<file path="config.mk">
export PLATFORM = sky130hd
export DESIGN_NAME = vga_draw_engine_flat
export DESIGN_NICKNAME = d
export VERILOG_FILES = /design/src/rtl/vga_draw_engine_if.sv /design/src/rtl/vga_draw_engine.sv /design/src/flat_wrapper.sv
export SDC_FILE = /design/constraint.sdc
export NUM_CORES = 1
export LEC_CHECK = 0
export ABC_AREA = 1
export BUFFER_PORTS_ARGS = -buffer_cell sky130_fd_sc_hd__buf_2
export CORE_MARGIN = 2
export CORE_UTILIZATION = 50
export DETAILED_ROUTE_END_ITERATION = 10
export GPL_TIMING_DRIVEN = 0
export PLACE_DENSITY = 0.76
export SLEW_MARGIN = 20
export SYNTH_ARGS = -nofsm -noshare
export SYNTH_HDL_FRONTEND = slang
export SYNTH_SLANG_ARGS = --single-unit
</file>
<file path="constraint.sdc">
create_clock -name CLK -period 2.8 [get_ports CLK]
set_input_delay 0.42 -clock CLK [delete_from_list [all_inputs] [get_ports CLK]]
set_output_delay 0.42 -clock CLK [all_outputs]
set_load 0.05 [all_outputs]
</file>
<file path="src/rtl/vga_draw_engine_if.sv">
// Bus between the CPU register latch / framebuffer write port and the draw engine.
// fb_we is the valid and fb_ready the ready: a pixel moves on a cycle with both high;
// while fb_we is high and fb_ready low, fb_x/fb_y/fb_color are held stable.
interface vga_draw_engine_if;
   logic       wr_en;
   logic [2:0] wr_addr;
   logic [7:0] wr_data;
   logic       busy;
   logic       full;
   logic       ovf;
   logic [7:0] fb_x;
   logic [6:0] fb_y;
   logic [2:0] fb_color;
   logic       fb_we;
   logic       fb_ready;
   logic [1:0] dbg_state;

   modport master (
      output wr_en, wr_addr, wr_data, fb_ready,
      input  busy, full, ovf, fb_x, fb_y, fb_color, fb_we, dbg_state
   );

   modport slave (
      input  wr_en, wr_addr, wr_data, fb_ready,
      output busy, full, ovf, fb_x, fb_y, fb_color, fb_we, dbg_state
   );
endinterface

</file>
<file path="src/rtl/vga_draw_engine.sv">
// Command-driven pixel writer: shadow registers, a small command FIFO and an
// IDLE/LOAD/DRAW engine that expands PLOT/HLINE/VLINE/CLEAR into framebuffer writes.
module vga_draw_engine #(
   parameter int FB_W       = 160,
   parameter int FB_H       = 120,
   parameter int FIFO_DEPTH = 4
) (
   input  logic             CLK,
   input  logic             RES,
   vga_draw_engine_if.slave bus
);

   localparam int         PW      = (FIFO_DEPTH > 1) ? $clog2(FIFO_DEPTH) : 1;
   localparam logic [PW:0] DEPTH_C = (PW + 1)'(FIFO_DEPTH);
   localparam logic [8:0] W_LIM   = 9'(FB_W);
   localparam logic [8:0] H_LIM   = 9'(FB_H);
   localparam logic [8:0] W_MAX   = 9'(FB_W - 1);
   localparam logic [8:0] H_MAX   = 9'(FB_H - 1);

   typedef enum logic [1:0] {ST_IDLE = 2'd0, ST_LOAD = 2'd1, ST_DRAW = 2'd2} state_t;
   typedef enum logic [1:0] {OP_PLOT = 2'd0, OP_HLINE = 2'd1, OP_VLINE = 2'd2, OP_CLEAR = 2'd3} op_t;

   typedef struct packed {
      op_t        op;
      logic [7:0] x;
      logic [7:0] y;
      logic [7:0] len;
      logic [2:0] color;
   } cmd_t;

   state_t        state;
   logic [7:0]    x_r, y_r, len_r;
   logic [2:0]    color_r;
   logic          ovf_r;
   cmd_t          fifo_mem [FIFO_DEPTH];
   logic [PW-1:0] wr_ptr, rd_ptr;
   logic [PW:0]   count;
   cmd_t          ent, new_cmd;
   logic [8:0]    cur_x, cur_y, end_x, end_y;
   logic          fb_we_r;
   logic          push, push_ok, pop, full, on_screen, xfer, last_px;
   logic [8:0]    h_end, v_end;

   always_comb begin
      full      = (count == DEPTH_C);
      push      = bus.wr_en && (bus.wr_addr == 3'd4);
      push_ok   = push && !full;
      pop       = (state == ST_IDLE) && (count != '0);
      new_cmd   = '{op: op_t'(bus.wr_data[1:0]), x: x_r, y: y_r, len: len_r, color: color_r};
      on_screen = ({1'b0, ent.x} < W_LIM) && ({1'b0, ent.y} < H_LIM);
      // 9-bit sums so a start near the edge plus LEN=255 clips instead of wrapping
      h_end = {1'b0, ent.x} + {1'b0, ent.len};
      if (h_end > W_MAX) h_end = W_MAX;
      v_end = {1'b0, ent.y} + {1'b0, ent.len};
      if (v_end > H_MAX) v_end = H_MAX;
      xfer    = fb_we_r && bus.fb_ready;
      last_px = (cur_x == end_x) && (cur_y == end_y);
   end

   always_ff @(posedge CLK) begin
      if (RES) begin
         x_r     <= '0;
         y_r     <= '0;
         len_r   <= '0;
         color_r <= '0;
         ovf_r   <= 1'b0;
      end else begin
         if (bus.wr_en) begin
            case (bus.wr_addr)
               3'd0:    x_r     <= bus.wr_data;
               3'd1:    y_r     <= bus.wr_data;
               3'd2:    color_r <= bus.wr_data[2:0];
               3'd3:    len_r   <= bus.wr_data;
               3'd5:    ovf_r   <= 1'b0;
               default: ;
            endcase
         end
         if (push && full) ovf_r <= 1'b1;
      end
   end

   always_ff @(posedge CLK) begin
      if (push_ok) fifo_mem[wr_ptr] <= new_cmd;
   end

   always_ff @(posedge CLK) begin
      if (RES) begin
         wr_ptr <= '0;
         rd_ptr <= '0;
         count  <= '0;
      end else begin
         if (push_ok) wr_ptr <= wr_ptr + 1'b1;
         if (pop)     rd_ptr <= rd_ptr + 1'b1;
         case ({push_ok, pop})
            2'b10:   count <= count + 1'b1;
            2'b01:   count <= count - 1'b1;
            default: ;
         endcase
      end
   end

   always_ff @(posedge CLK) begin
      if (RES) begin
         state   <= ST_IDLE;
         ent     <= '0;
         cur_x   <= '0;
         cur_y   <= '0;
         end_x   <= '0;
         end_y   <= '0;
         fb_we_r <= 1'b0;
      end else begin
         case (state)
            ST_IDLE: begin
               if (pop) begin
                  ent   <= fifo_mem[rd_ptr];
                  state <= ST_LOAD;
               end
            end
            ST_LOAD: begin
               if (ent.op == OP_CLEAR) begin
                  cur_x   <= '0;
                  cur_y   <= '0;
                  end_x   <= W_MAX;
                  end_y   <= H_MAX;
                  fb_we_r <= 1'b1;
                  state   <= ST_DRAW;
               end else if (on_screen) begin
                  cur_x   <= {1'b0, ent.x};
                  cur_y   <= {1'b0, ent.y};
                  end_x   <= (ent.op == OP_HLINE) ? h_end : {1'b0, ent.x};
                  end_y   <= (ent.op == OP_VLINE) ? v_end : {1'b0, ent.y};
                  fb_we_r <= 1'b1;
                  state   <= ST_DRAW;
               end else begin
                  state <= ST_IDLE;
               end
            end
            ST_DRAW: begin
               if (xfer) begin
                  if (last_px) begin
                     fb_we_r <= 1'b0;
                     state   <= ST_IDLE;
                  end else begin
                     case (ent.op)
                        OP_HLINE: cur_x <= cur_x + 1'b1;
                        OP_VLINE: cur_y <= cur_y + 1'b1;
                        OP_CLEAR: begin
                           if (cur_x == W_MAX) begin
                              cur_x <= '0;
                              cur_y <= cur_y + 1'b1;
                           end else begin
                              cur_x <= cur_x + 1'b1;
                           end
                        end
                        default: ;
                     endcase
                  end
               end
            end
            default: state <= ST_IDLE;
         endcase
      end
   end

   assign bus.busy      = (count != '0) || (state != ST_IDLE);
   assign bus.full      = full;
   assign bus.ovf       = ovf_r;
   assign bus.fb_x      = cur_x[7:0];
   assign bus.fb_y      = cur_y[6:0];
   assign bus.fb_color  = ent.color;
   assign bus.fb_we     = fb_we_r;
   assign bus.dbg_state = state;

endmodule
</file>
<file path="src/flat_wrapper.sv">
// flat-port wrapper written by rule: the top's interface ports become plain ports
module vga_draw_engine_flat 
#(
   parameter int FB_W       = 160,
   parameter int FB_H       = 120,
   parameter int FIFO_DEPTH = 4
)
  (CLK, RES, bus_wr_en, bus_wr_addr, bus_wr_data, bus_fb_ready, bus_busy, bus_full, bus_ovf, bus_fb_x, bus_fb_y, bus_fb_color, bus_fb_we, bus_dbg_state);
  vga_draw_engine_if bus_i ();
  input  logic CLK;
  input  logic RES;
  input wire logic [$bits(bus_i.wr_en)-1:0] bus_wr_en;
  input wire logic [$bits(bus_i.wr_addr)-1:0] bus_wr_addr;
  input wire logic [$bits(bus_i.wr_data)-1:0] bus_wr_data;
  input wire logic [$bits(bus_i.fb_ready)-1:0] bus_fb_ready;
  output wire logic [$bits(bus_i.busy)-1:0] bus_busy;
  output wire logic [$bits(bus_i.full)-1:0] bus_full;
  output wire logic [$bits(bus_i.ovf)-1:0] bus_ovf;
  output wire logic [$bits(bus_i.fb_x)-1:0] bus_fb_x;
  output wire logic [$bits(bus_i.fb_y)-1:0] bus_fb_y;
  output wire logic [$bits(bus_i.fb_color)-1:0] bus_fb_color;
  output wire logic [$bits(bus_i.fb_we)-1:0] bus_fb_we;
  output wire logic [$bits(bus_i.dbg_state)-1:0] bus_dbg_state;
  assign bus_i.wr_en = bus_wr_en;
  assign bus_i.wr_addr = bus_wr_addr;
  assign bus_i.wr_data = bus_wr_data;
  assign bus_i.fb_ready = bus_fb_ready;
  assign bus_busy = bus_i.busy;
  assign bus_full = bus_i.full;
  assign bus_ovf = bus_i.ovf;
  assign bus_fb_x = bus_i.fb_x;
  assign bus_fb_y = bus_i.fb_y;
  assign bus_fb_color = bus_i.fb_color;
  assign bus_fb_we = bus_i.fb_we;
  assign bus_dbg_state = bus_i.dbg_state;
  vga_draw_engine #(.FB_W(FB_W), .FB_H(FB_H), .FIFO_DEPTH(FIFO_DEPTH)) u_core (.CLK(CLK), .RES(RES), .bus(bus_i));
endmodule
</file>
Word level (Yosys, flattened, before mapping). Memories as Yosys holds them, arrays and structs flattened. A register that Yosys moved wholly into a read port is not among the register bits. Cells that the tools add are included.

Register bits: 74. Output and inout bits: 24. Memory bits (writable): 116. Word-level logic and storage cells: 119. Input port bits: 15. Memories kept: 1.

$add $sub $neg: 8. $lt $le $gt $ge: 4. Reduce and logical (&&, ||, !) cells: 29. Equal/unequal tests: 24. Multiplexer cells: 39.

Memories: u_core.fifo_mem (depth 4, bits a word 29, rd ports 1, clocked after Yosys merged registers in 1, write ports 1, line vga_draw_engine.sv:35) `cmd_t fifo_mem [FIFO_DEPTH];`.

Operators with widths (count): $mux 9 (18); $pmux 9 s2 (4); $add 8x8->9 (2); $add 9x1->9 const B (2); $eq 9x9->1 (2); $reduce_and 2->1 (7); $reduce_bool 2->1 (6); $mux 2 (5); $eq 3x3->1 const B (3); $eq 9x8->1 const B (1); $gt 9x7->1 const B (1); $gt 9x8->1 const B (1); $mux 1 (9); $ne 3x1->1 const B (3); $eq 2x2->1 const B (4); $lt 8x7->1 const B (1); $lt 8x8->1 const B (1); $logic_and 1x1->1 (7); $eq 2x1->1 const B (3); $eq 3x2->1 const B (2); $ne 2x1->1 const B (3); $pmux 2 s3 (1); $pmux 3 s2 (1); $reduce_and 6->1 (1); 15 further kinds (16).

Logic depth before layout (Yosys ltp). Gate-level depths: netlist (run 1).

Depth in word-level cells: 6. Mapped depth: 13. Mapped depth without buffers: 13.

Worst setup path before layout (run 1). OpenSTA, ideal clock, no wires.

Path type: reg2reg. From: reg u_core.count[0]. To: reg u_core.count[2]. Library setup time: 0.122 ns. Cell stages (with the launch flop): 11. Clock period less this slack: 3.024 ns. Data required time: 2.678 ns. Arrival: 2.902 ns. Path slack: -0.224 ns. Path buffers: 0. Cell sequence: dfxtp_1 nor3_1 nor2_1 inv_1 ha_1 inv_1 fa_1 a21oi_1 o21ai_0 o21ai_0 a21oi_1.

Cells in the longest elaborated chain, start to end: 5. Elaborated cells on any way between the ends: 11. Those cells by class: add/sub: 2; eq/ne: 3; mux: 1; reduce/logical: 5.

Ends and longest elaborated chain: start, declared (line vga_draw_engine.sv:37) `logic [PW:0] count;`; start signal, assigned (line vga_draw_engine.sv:95) `2'b10: count <= count + 1'b1;`; start signal, assigned (line vga_draw_engine.sv:96) `2'b01: count <= count - 1'b1;`; $eq 3x3->1 * (line vga_draw_engine.sv:45) `full = (count == DEPTH_C);`; via bus_full (line flat_wrapper.sv:17) `output wire logic [$bits(bus_i.full)-1:0] bus_full;`; $logic_not 1->1 * (line vga_draw_engine.sv:47) `push_ok = push && !full;`; $logic_and 1x1->1 * (line vga_draw_engine.sv:47); $eq 2x1->1 or $eq 2x2->1 (tied branches) (line vga_draw_engine.sv:94) `case ({push_ok, pop})`; $pmux 3 s2 or $reduce_bool 2->1 (tied branches).

Mark *: on every way through the listed nets, which the timed path passes. The rest lies on a longest branch. A chain may end at the register's enable or synchronous reset.

Final worst setup path (run 1).
From: reg u_core.count[0]. To: reg u_core.count[2].

Cells in the longest elaborated chain, start to end: 5. Elaborated cells on any way between the ends: 11. Those cells by class: add/sub: 2; eq/ne: 3; mux: 1; reduce/logical: 5.

Ends and longest elaborated chain (line): $eq 3x3->1 (vga_draw_engine.sv:45); $logic_not 1->1 (vga_draw_engine.sv:47); $logic_and 1x1->1 (vga_draw_engine.sv:47); $eq 2x1->1 or $eq 2x2->1 (tied branches) (vga_draw_engine.sv:94); $pmux 3 s2 or $reduce_bool 2->1 (tied branches).

Parallel ways exist; a longest one is shown, timed or not.

==> results.py, run 1 <==
metrics = {
    "timing": {
        "tightestPinTransition_ns": 0.717,
        "fmax_mhz": 391,
        "final.period_utilization_pct": 91.3,
        "whs_ns": 0.169,
        "setup_ws_ns": 0.244,
        "rsz0062_at_grt": "false",
        "setup_violations": 0,
        "slew_violations": 0,
        "fin_crit_ns": 2.56,
        "fin_skew_ns": 0.0226,
        "hold_violations": 0,
        "max-slew-margin-rel_pct": 52.2,
    },
    "yosys": {
        "synth_top_cell_by_area": "edfxtp_1",
        "ys.flop_type": "edfxtp_1",
        "synthTopCellsByArea": "edfxtp_1, dfxtp_1, nor2_1, o21ai_0, nand2_1",
        "synth.avg_cell_area_sq_um": 8.76,
        "yosys_warnings": 0,
        "yosysSeqAreaShare_pct": 54.6,
        "postSynthCellCount": 1160,
        "synth_edf_count": 116,
        "ys_async_sr_fraction_pct": 0,
        "syn_area_sq_um": 10200,
        "ys_ff_latch": 219,
        "netlist.area_leader.share_pct": 34.3,
        "syn_nets": 1204,
        "synth_cell_type_count": 40,
    },
    "cts": {
        "hold_buffers": 0,
        "cts_tree": "done",
        "ctsRootBufferMaster": "clkbuf_16",
        "post_cts_buffers": 0,
        "cts.path.max_buffers": 3,
        "h-tree-depth": 1,
        "clock_sinks": 219,
        "numCtsBuffers": 24,
        "ctsResizeCount": 0,
        "clk_pin_slew_ns": 0.06,
        "clkLatencyLatePin_ns": 0.54,
    },
    "setup_path": {
        "slowest_stage": "clkinv_1",
        "crit_chain": "o31ai_1 > clkinv_1 > ha_1 > inv_1 > fa_1 > a21oi_1 > o21ai_0 > o21ai_0 > a21oi_1",
        "crit_family": "compound AO/OA/AOI/OAI gates",
        "critPathArrivalTime_ns": 3.03,
        "slowest_delay_ns": 0.58,
        "critPathLaunchType": "flop",
        "path_buf_inv": 2,
        "critPathCaptureType": "flop",
        "timing_worst_setup_path_type": "flop to flop",
        "critPathMaxFanout": 16,
        "cp_data_required_time_ns": 3.27,
    },
    "detailed_routing": {
        "wl_um": 25000,
        "viasPerCell": 5.37,
        "drt_iter0_markers": 699,
        "drc": 0,
        "postRouteAntennaNets": 0,
        "drt_first_pass_iters": 5,
        "post_drt_wl_per_cell_um": 16.5,
        "vias": 8136,
    },
    "cells_and_area": {
        "syn2layout_area_growth_pct": 14.5,
        "final_common_cell": "nor2_1",
        "final_nets": 1271,
        "final_cell_mix": "nor2_1, nand2_1, o21ai_0",
        "drive_above_1_share_pct": 11.0,
        "num-fill-cells": 1714,
        "insertedDiodeCount": 0,
    },
    "placement": {
        "io_buffers": 38,
        "dp_slack_ns": 0.228,
        "place.gp.congestion": 0.915,
        "detailed_place_hpwl_um": 17800,
    },
    "global_route": {
        "overflow": 0,
        "grt_pass1_wl_um": 39900,
        "first_global_vias": 7705,
        "antenna_found_initial": 0,
        "grt_max_degree": 24,
        "gr-usage-all-layers_pct": 23.3,
    },
    "floorplanning": {
        "ioPinCount": 39,
        "die_y_um": 147,
        "num_rows": 52,
        "start_util_pct": 50.5,
        "die_w_um": 147,
        "die-area_sq_um": 21500,
        "core_sq_um": 20100,
    },
    "run_status": {
        "status": "finished, final reports clean",
    },
    "pwr": {
        "irDropWorstVdd_mv": 0.819,
        "power_mw": 12.8,
        "p_leak_nw": 4.64,
        "p_per_area_nw_per_um2": 1100,
    },
    "worst_hold_path": {
        "hp-class": "primary input to flop",
    },
    "flow_run": {
        "max_cap_violations": 0,
    },
}
==> per-stage QoR <==
stage | util (%) | TNS, ns | area (sq um) | cells
after global routing | 57.9 | 0 | 11600 | 1515
final | 57.9 | 0 | 11600 | 1515
after CTS | 57.9 | 0 | 11600 | 1516
after detailed placement | 53.7 | 0 | 10800 | 1472
after floorplan | - | 0 | 10200 | 1160
after global placement | 53.2 | -120.54 | 10700 | 1468
==> flip-flops by register name (all words and copies together), names as in the netlist, 2 cells and up <==
name                  count
u_core.bus.dbg_state      2
u_core.bus.fb_color       3
u_core.color_r            3
u_core.count              3
u_core.cur_x              9
u_core.cur_y              9
u_core.end_x              9
u_core.end_y              9
u_core.ent               26
u_core.fifo_mem         116
u_core.len_r              8
u_core.rd_ptr             2
u_core.wr_ptr             2
u_core.x_r                8
u_core.y_r                8
==> Yosys cell counts, types with 2 or more instances <==
cell	number
a21oi_1	46
a31oi_1	31
buf_2	7
buf_4	19
clkbuf_1	37
dfxtp_1	103
edfxtp_1	116
fa_1	3
ha_1	26
inv_1	87
inv_2	5
inv_4	2
nand2_1	153
nand2_2	3
nand2_4	2
nand3_1	51
nand3_2	3
nand3_4	2
nand3b_1	7
nand4_1	14
nor2_1	247
nor2_2	5
nor3_1	8
nor4_1	2
o21ai_0	140
or2_1	3
xnor2_1	12
xor2_1	14
==> final timing paths <==
kind / startpoint / endpoint / slack, ns / cells past startpoint
setup / recovery: u_core.count[0]$_SDFFE_PP0P_ / u_core.count[2]$_SDFFE_PP0P_ / 0.24 / 9
hold / removal: bus_wr_data[4] / u_core.y_r[4]$_SDFFE_PP0P_ / 0.17 / 3
setup reg to reg: u_core.count[0]$_SDFFE_PP0P_ / u_core.count[2]$_SDFFE_PP0P_ / 0.24 / 9
hold reg to reg: u_core.end_x[4]$_SDFFE_PP0P_ / u_core.end_x[4]$_SDFFE_PP0P_ / 0.47 / 2
==> final cells by class <==
type	instances	area [sq um]	share of cell area, %
flip-flops and latches	219	5550	47.7
multi-input cells	781	3960	34.0
clock buffers	28	626	5.38
inverters	95	362	3.11
well taps	270	338	2.90
plain buffers	64	328	2.82
repair buffers	42	270	2.32
clock inverters	16	211	1.82
==> cell families (layout without fill, tap and decap cells) <==
group | Yosys count | after routing | share of synthesized area, %
flops | 219 | 219 | 54.6
buf+inv | 160 | 245 | 6.82
fa+ha+maj | 29 | 29 | 3.79
compound gates | 225 | 225 | 11.7
simple gates | 501 | 501 | 20.8
xor+xnor | 26 | 26 | 2.24
==> metal layers <==
layer | routed length (um) | vias up | global-route usage, %
li1 | - | 4012 | -
met1 | 10600 | 3790 | 30.8
met2 | 12000 | 276 | 39.3
met3 | 1690 | 58 | 3.72
met4 | 766 | 0 | 7.82
met5 | 0 | - | 0
==> where the power goes <==
| part | internal, mW | leakage (nW) | switching (mW) | total, mW |
|---|---|---|---|---|
| Combinational | 1.68 | 2.33 | 3.44 | 5.12 |
| Clock | 1.98 | 0.397 | 1.31 | 3.30 |
| Sequential | 3.78 | 1.91 | 0.568 | 4.35 |
==> tightest hold or removal path, stage by stage <==
cell,delay (ns)
buf_2,0.11
nor2_1,0.05
nor2_1,0.08
Note: power is estimated with default switching activity, not from simulation.
==> run 2: changes to the inputs <==
CORE_MARGIN = not set   (was 2)
CORE_UTILIZATION = 55   (was 50)
PLACE_DENSITY = 0.82   (was 0.76)
==> run 2 against run 1 <==
First-iteration DRC count increased by 9.7%. Hold slack improved by 0.012 ns. Clock skew increased by 0.0040 ns. Via count increased by 3.2%. Worst setup slack improved by 0.12 ns. Sequential cell count unchanged. Clock power decreased by 9.4%. Critical path type unchanged. Critical endpoint unchanged.
==> results.py, run 2 (synthesis gave the netlist of run 1 again) <==
metrics = {
    "run_status": {
        "status": "finished, final reports clean",
    },
    "detailed_routing": {
        "drt_first_pass_iters": 5,
        "drc": 0,
        "wl_um": 25900,
        "viasPerCell": 5.71,
        "post_drt_wl_per_cell_um": 17.6,
        "postRouteAntennaNets": 0,
        "vias": 8400,
        "drt_iter0_markers": 767,
    },
    "worst_hold_path": {
        "hp-class": "primary input to flop",
        "hold-path-endpoint": "u_core.y_r[7]$_SDFFE_PP0P_",
        "min_from": "bus_wr_data[7]",
        "hold_depth": 3,
    },
    "cells_and_area": {
        "final_nets": 1269,
        "drive_above_1_share_pct": 10.9,
        "regMostFlops": "u_core.fifo_mem",
        "num-fill-cells": 1459,
        "reg_top3": "u_core.fifo_mem (116), u_core.ent (26)",
        "largest_reg_flops": 116,
        "insertedDiodeCount": 0,
        "final_cell_mix": "nor2_1, nand2_1, o21ai_0",
        "syn2layout_area_growth_pct": 13.3,
        "final_common_cell": "nor2_1",
    },
    "setup_path": {
        "critPathCaptureType": "flop",
        "timing.rr.start": "u_core.count[2]$_SDFFE_PP0P_",
        "critPathMaxFanout": 7,
        "r2r-end": "u_core.count[2]$_SDFFE_PP0P_",
        "critPathLaunchType": "flop",
        "worstRegToRegCells": 11,
        "critPathArrivalTime_ns": 2.84,
        "r2r_setup_slack_ns": 0.36,
        "cp_data_required_time_ns": 3.20,
        "timing_worst_setup_path_type": "flop to flop",
    },
    "cts": {
        "hold_buffers": 0,
        "post_cts_buffers": 0,
        "ctsRootBufferMaster": "clkbuf_16",
        "cts_tree": "done",
        "cts.path.max_buffers": 3,
        "clkLatencyLatePin_ns": 0.51,
        "h-tree-depth": 1,
        "clock_sinks": 219,
        "clk_pin_slew_ns": 0.06,
        "numCtsBuffers": 22,
        "ctsResizeCount": 0,
    },
    "timing": {
        "slew_violations": 0,
        "rsz0062_at_grt": "false",
        "final.period_utilization_pct": 87.2,
        "fmax_mhz": 410,
        "whs_ns": 0.181,
        "hold_violations": 0,
        "fin_skew_ns": 0.0266,
        "setup_violations": 0,
        "setup_tns_ns": 0,
        "max-slew-margin-rel_pct": 47.4,
        "tightestPinTransition_ns": 0.789,
        "fin_crit_ns": 2.44,
    },
    "global_route": {
        "first_global_vias": 7757,
        "antenna_found_initial": 0,
        "overflow": 0,
        "grt_pass1_wl_um": 39900,
        "gr-usage-all-layers_pct": 27.4,
        "grt_max_degree": 22,
    },
    "pwr": {
        "p_leak_nw": 4.61,
        "clockPowerShare_pct": 23.9,
        "p_comb_share_pct": 41.3,
        "irDropWorstVdd_mv": 1.18,
        "p_sw_mw": 5.30,
        "p_int_mw": 7.22,
        "p_per_area_nw_per_um2": 1090,
        "switching_share_pct": 42.4,
        "seq_power_share_pct": 34.9,
    },
    "placement": {
        "io_buffers": 38,
        "place.gp.congestion": 0.923,
        "detailed_place_hpwl_um": 18000,
    },
    "floorplanning": {
        "die_y_um": 138,
        "start_util_pct": 56.4,
        "die_w_um": 138,
        "die-area_sq_um": 19000,
        "num_rows": 49,
        "core_sq_um": 18000,
        "ioPinCount": 39,
    },
    "flow_run": {
        "max_cap_violations": 0,
    },
}
[run 2: cell count changes in the layout (fill, tap and decap cells not counted), sizes merged]
cell,change
inv,+1
clkinv,-5
clkbuf,+2
bufinv,-2
[run 2: layout make-up]
class | count | area [sq um] | share of cell area, %
clock buffers | 30 | 622 | 5.40
plain buffers | 64 | 328 | 2.85
clock inverters | 10 | 110 | 0.957
repair buffers | 42 | 300 | 2.61
flip-flops and latches | 219 | 5550 | 48.2
well taps | 229 | 287 | 2.49
multi-input cells | 781 | 3960 | 34.4
inverters | 95 | 362 | 3.14
[run 2: power groups by stage]
stage                     clock network, mW  registers (mW)  logic (mW)
final                                  2.99            4.36        5.17
after global placement                    0            4.40        4.93
after CTS                              3.00            4.34        5.13
after global routing                   3.12            4.40        5.73
after floorplan                           0            4.22        3.90
after detailed placement                  0            4.41        5.05
[run 2: metrics by stage]
stage	instance area [sq um]	setup WS [ns]	utilization, %	cells	total power, mW
final	11500	0.359	63.8	1470	12.5
after global routing	11500	0.147	63.8	1470	13.3
after CTS	11500	0.166	63.9	1471	12.5
after detailed placement	10800	0.203	59.8	1431	9.46
after global placement	10600	-1.09	59.0	1427	9.33
after floorplan	10200	0.191	-	1160	8.12
[run 2: worst max-delay path by stage]
| stage | start | end | slack (ns) | depth (start not counted) |
|---|---|---|---|---|
| CTS | u_core.bus.dbg_state[0]$_SDFFE_PP0P_ | u_core.count[2]$_SDFFE_PP0P_ | 0.17 | 12 |
| finish | u_core.count[2]$_SDFFE_PP0P_ | u_core.count[2]$_SDFFE_PP0P_ | 0.36 | 11 |
| detailed placement | u_core.bus.dbg_state[0]$_SDFFE_PP0P_ | u_core.count[2]$_SDFFE_PP0P_ | 0.20 | 12 |
| global placement | bus_wr_addr[1] | u_core.fifo_mem[0][3]$_DFFE_PP_ | -1.09 | 8 |
| global route | u_core.count[0]$_SDFFE_PP0P_ | u_core.count[2]$_SDFFE_PP0P_ | 0.15 | 10 |
| floorplan | bus_wr_addr[1] | u_core.fifo_mem[0][0]$_DFFE_PP_ | 0.19 | 7 |
[run 2: critical path, cell delays in order, from the launching register on]
cell	delay [ns]
dfxtp_1	0.34
inv_1	0.09
nor3_2	0.25
nor2_1	0.13
inv_1	0.34
ha_1	0.23
inv_1	0.07
fa_1	0.38
a21oi_1	0.16
o21ai_0	0.12
o21ai_0	0.17
a21oi_1	0.05
[run 2: layer usage]
| layer | track usage, % | vias to the layer above | routed length (um) |
|---|---|---|---|
| li1 | - | 4003 | - |
| met5 | 0 | - | 0 |
| met1 | 34.8 | 3959 | 10600 |
| met4 | 10.1 | 0 | 771 |
| met3 | 4.39 | 74 | 1850 |
| met2 | 47.2 | 364 | 12700 |
==> run 3: changes to the inputs <==
ABC_AREA = 0   (was 1)
==> run 3 against run 2 <==
Worst setup slack got worse by 0.14 ns. Utilization increased by 0.51 points. Sequential power decreased by 2%. Largest cell class unchanged.
==> results.py, run 3 <==
metrics = {
    "setup_path": {
        "critPathLaunchType": "flop",
        "critPathArrivalTime_ns": 3.02,
        "crit_top_cell": "inv_1",
        "timing_worst_setup_path_type": "flop to flop",
        "slowest_stage": "inv_1",
        "cp_data_required_time_ns": 3.24,
        "crit_family": "adder cells",
        "path_buf_inv": 3,
        "critPathCaptureType": "flop",
        "slowest_delay_ns": 0.41,
        "critPathMaxFanout": 14,
        "crit_chain": "inv_1 > ha_1 > nand2b_1 > inv_1 > ha_1 > inv_1 > fa_1 > xor2_1 > or3_1 > a21oi_1",
    },
    "pwr": {
        "p_per_area_nw_per_um2": 1040,
        "switching_share_pct": 38.6,
        "power_mw": 11.7,
        "p_sw_mw": 4.49,
        "p_comb_share_pct": 36.9,
        "irDropWorstVdd_mv": 0.811,
        "p_int_mw": 7.16,
        "seq_power_share_pct": 36.7,
        "p_leak_nw": 4.12,
        "clockPowerShare_pct": 26.5,
    },
    "placement": {
        "placed_area_sq_um": 10500,
        "dp_slack_ns": 0.0626,
        "io_buffers": 36,
        "place.gp.congestion": 0.966,
        "detailed_place_hpwl_um": 15900,
    },
    "cells_and_area": {
        "final_common_cell": "nand2_1",
        "multiInputGateArea_sq_um": 4010,
        "regMostFlops": "u_core.fifo_mem",
        "post-route-util_pct": 64.4,
        "fin_area_sq_um": 11200,
        "seq_area_sq_um": 5550,
        "reg_top3": "u_core.fifo_mem (116), u_core.ent (26)",
        "insertedDiodeCount": 0,
        "drive_above_1_share_pct": 16.5,
        "largest_reg_flops": 116,
        "num-fill-cells": 1288,
        "final_nets": 964,
        "final_cell_mix": "nand2_1, edfxtp_1, dfxtp_1",
        "syn2layout_area_growth_pct": 13.3,
    },
    "cts": {
        "cts_tree": "done",
        "clk_pin_slew_ns": 0.06,
        "cts.path.max_buffers": 3,
        "clkLatencyLatePin_ns": 0.53,
        "post_cts_buffers": 0,
        "h-tree-depth": 1,
        "hold_buffers": 0,
        "clock_sinks": 219,
        "ctsResizeCount": 0,
        "numCtsBuffers": 23,
        "ctsRootBufferMaster": "clkbuf_16",
    },
    "timing": {
        "fin_crit_ns": 2.58,
        "slew_violations": 0,
        "max-slew-margin-rel_pct": 38.8,
        "setup_tns_ns": 0,
        "rsz0062_at_grt": "false",
        "fin_skew_ns": 0.0143,
        "final.period_utilization_pct": 92.0,
        "tightestPinTransition_ns": 0.915,
        "fmax_mhz": 388,
        "hold_violations": 0,
        "setup_violations": 0,
        "setup_ws_ns": 0.224,
    },
    "yosys": {
        "yosys_warnings": 0,
        "ys_ff_latch": 219,
        "yosysMostFrequentCell": "nand2_1",
        "syn_nets": 900,
        "syn_area_sq_um": 9930,
        "yosysSeqAreaShare_pct": 55.9,
        "synth.avg_cell_area_sq_um": 11.6,
        "synthTopCellsByArea": "edfxtp_1, dfxtp_1, mux4_2, nand2_1, a21oi_1",
        "ys_async_sr_fraction_pct": 0,
        "synth_cell_type_count": 76,
        "synth_common_cells": "nand2_1, edfxtp_1, dfxtp_1",
        "synth_edf_count": 116,
        "ys.flop_type": "edfxtp_1",
        "synth_top_cell_by_area": "edfxtp_1",
        "netlist.area_leader.share_pct": 35.1,
        "postSynthCellCount": 856,
    },
    "detailed_routing": {
        "postRouteAntennaNets": 0,
        "viasPerCell": 6.18,
        "vias": 7179,
        "drt_iter0_markers": 586,
        "post_drt_wl_per_cell_um": 20.2,
        "drc": 0,
        "drt_first_pass_iters": 7,
        "wl_um": 23400,
    },
    "floorplanning": {
        "core_sq_um": 17500,
        "die_w_um": 136,
        "die_y_um": 136,
        "ioPinCount": 39,
        "die-area_sq_um": 18600,
        "start_util_pct": 56.8,
        "num_rows": 48,
    },
    "global_route": {
        "gr-usage-all-layers_pct": 26.1,
        "overflow": 0,
        "antenna_found_initial": 0,
        "first_global_vias": 6876,
        "grt_max_degree": 29,
        "grt_pass1_wl_um": 36700,
    },
    "flow_run": {
        "max_cap_violations": 0,
    },
    "worst_hold_path": {
        "hp-class": "primary input to flop",
    },
    "run_status": {
        "status": "finished, final reports clean",
    },
}
[run 3: changes by cell type after synthesis, sizes merged, moves of 25 or more]
cell,change
nor2,-200
o21ai,-122
inv,-75
nand3,-43
nand2,-33
mux4,+29
a31oi,-28
a21oi,+26
nor3,+25
[run 3: worst register-to-register path: cells and delay by family, from the launching register on]
| kind | cells | cell delay, ns |
|---|---|---|
| fa+ha+maj | 3 | 0.83 |
| flops | 1 | 0.36 |
| buf+inv | 3 | 0.59 |
| xor+xnor | 1 | 0.16 |
| compound gates | 1 | 0.14 |
| simple gates | 2 | 0.42 |
[run 3: power groups by stage]
stage	clock network, mW	logic [mW]	registers [mW]
2_1_floorplan	0	3.34	4.11
3_3_place_gp	0	4.13	4.29
3_5_place_dp	0	4.24	4.31
4_1_cts	3.09	4.28	4.24
5_1_grt	3.21	4.72	4.28
6_report	3.08	4.30	4.27
[run 3: routing by layer]
layer | share of wire, % | GRT usage, % | wire length, um | vias up
met1 | 40 | 33.6 | 9340 | 3416
met5 | 0 | 0 | 0 | -
met3 | 7.7 | 4.03 | 1790 | 98
li1 | - | - | - | 3297
met4 | 4.8 | 12.2 | 1130 | 0
met2 | 48 | 43.3 | 11100 | 368
[run 3: worst paths after layout]
path / startpoint / end / slack, ns / cells after the start
setup reg to reg: u_core.bus.dbg_state[1]$_SDFFE_PP0P_ / u_core.count[2]$_SDFFE_PP0P_ / 0.22 / 10
hold reg to reg: u_core.bus.fb_color[0]$_SDFFE_PP0P_ / u_core.bus.fb_color[0]$_SDFFE_PP0P_ / 0.46 / 2
hold / removal: bus_wr_addr[0] / u_core.bus.ovf$_SDFFE_PP0P_ / 0.19 / 2
setup / recovery: u_core.bus.dbg_state[1]$_SDFFE_PP0P_ / u_core.count[2]$_SDFFE_PP0P_ / 0.22 / 10
[run 3: logic make-up after synthesis]
| logic type | after synthesis | share of synthesized area, % |
|---|---|---|
| mux | 43 | 8.00 |
| simple gates | 286 | 13.7 |
| buf+inv | 77 | 3.82 |
| xor+xnor | 35 | 3.09 |
| fa+ha+maj | 29 | 3.88 |
| flops | 219 | 55.9 |
| compound gates | 167 | 11.7 |
[run 3: cell type report]
cell class,instances,share of cell area [%]
Inverter,19,0.634
Tap cell,225,2.50
Clock inverter,7,0.667
Clock buffer,34,6.21
Sequential cell,219,49.3
Timing Repair Buffer,40,2.31
Multi-Input combinational cell,560,35.7
Buffer,57,2.70
[run 3: metrics by stage]
step	hold WS [ns]	cells
6_report	0.190	1161
3_5_place_dp	0.450	1121
4_1_cts	0.168	1162
2_1_floorplan	0.437	856
5_1_grt	0.203	1161
3_3_place_gp	0.453	1117
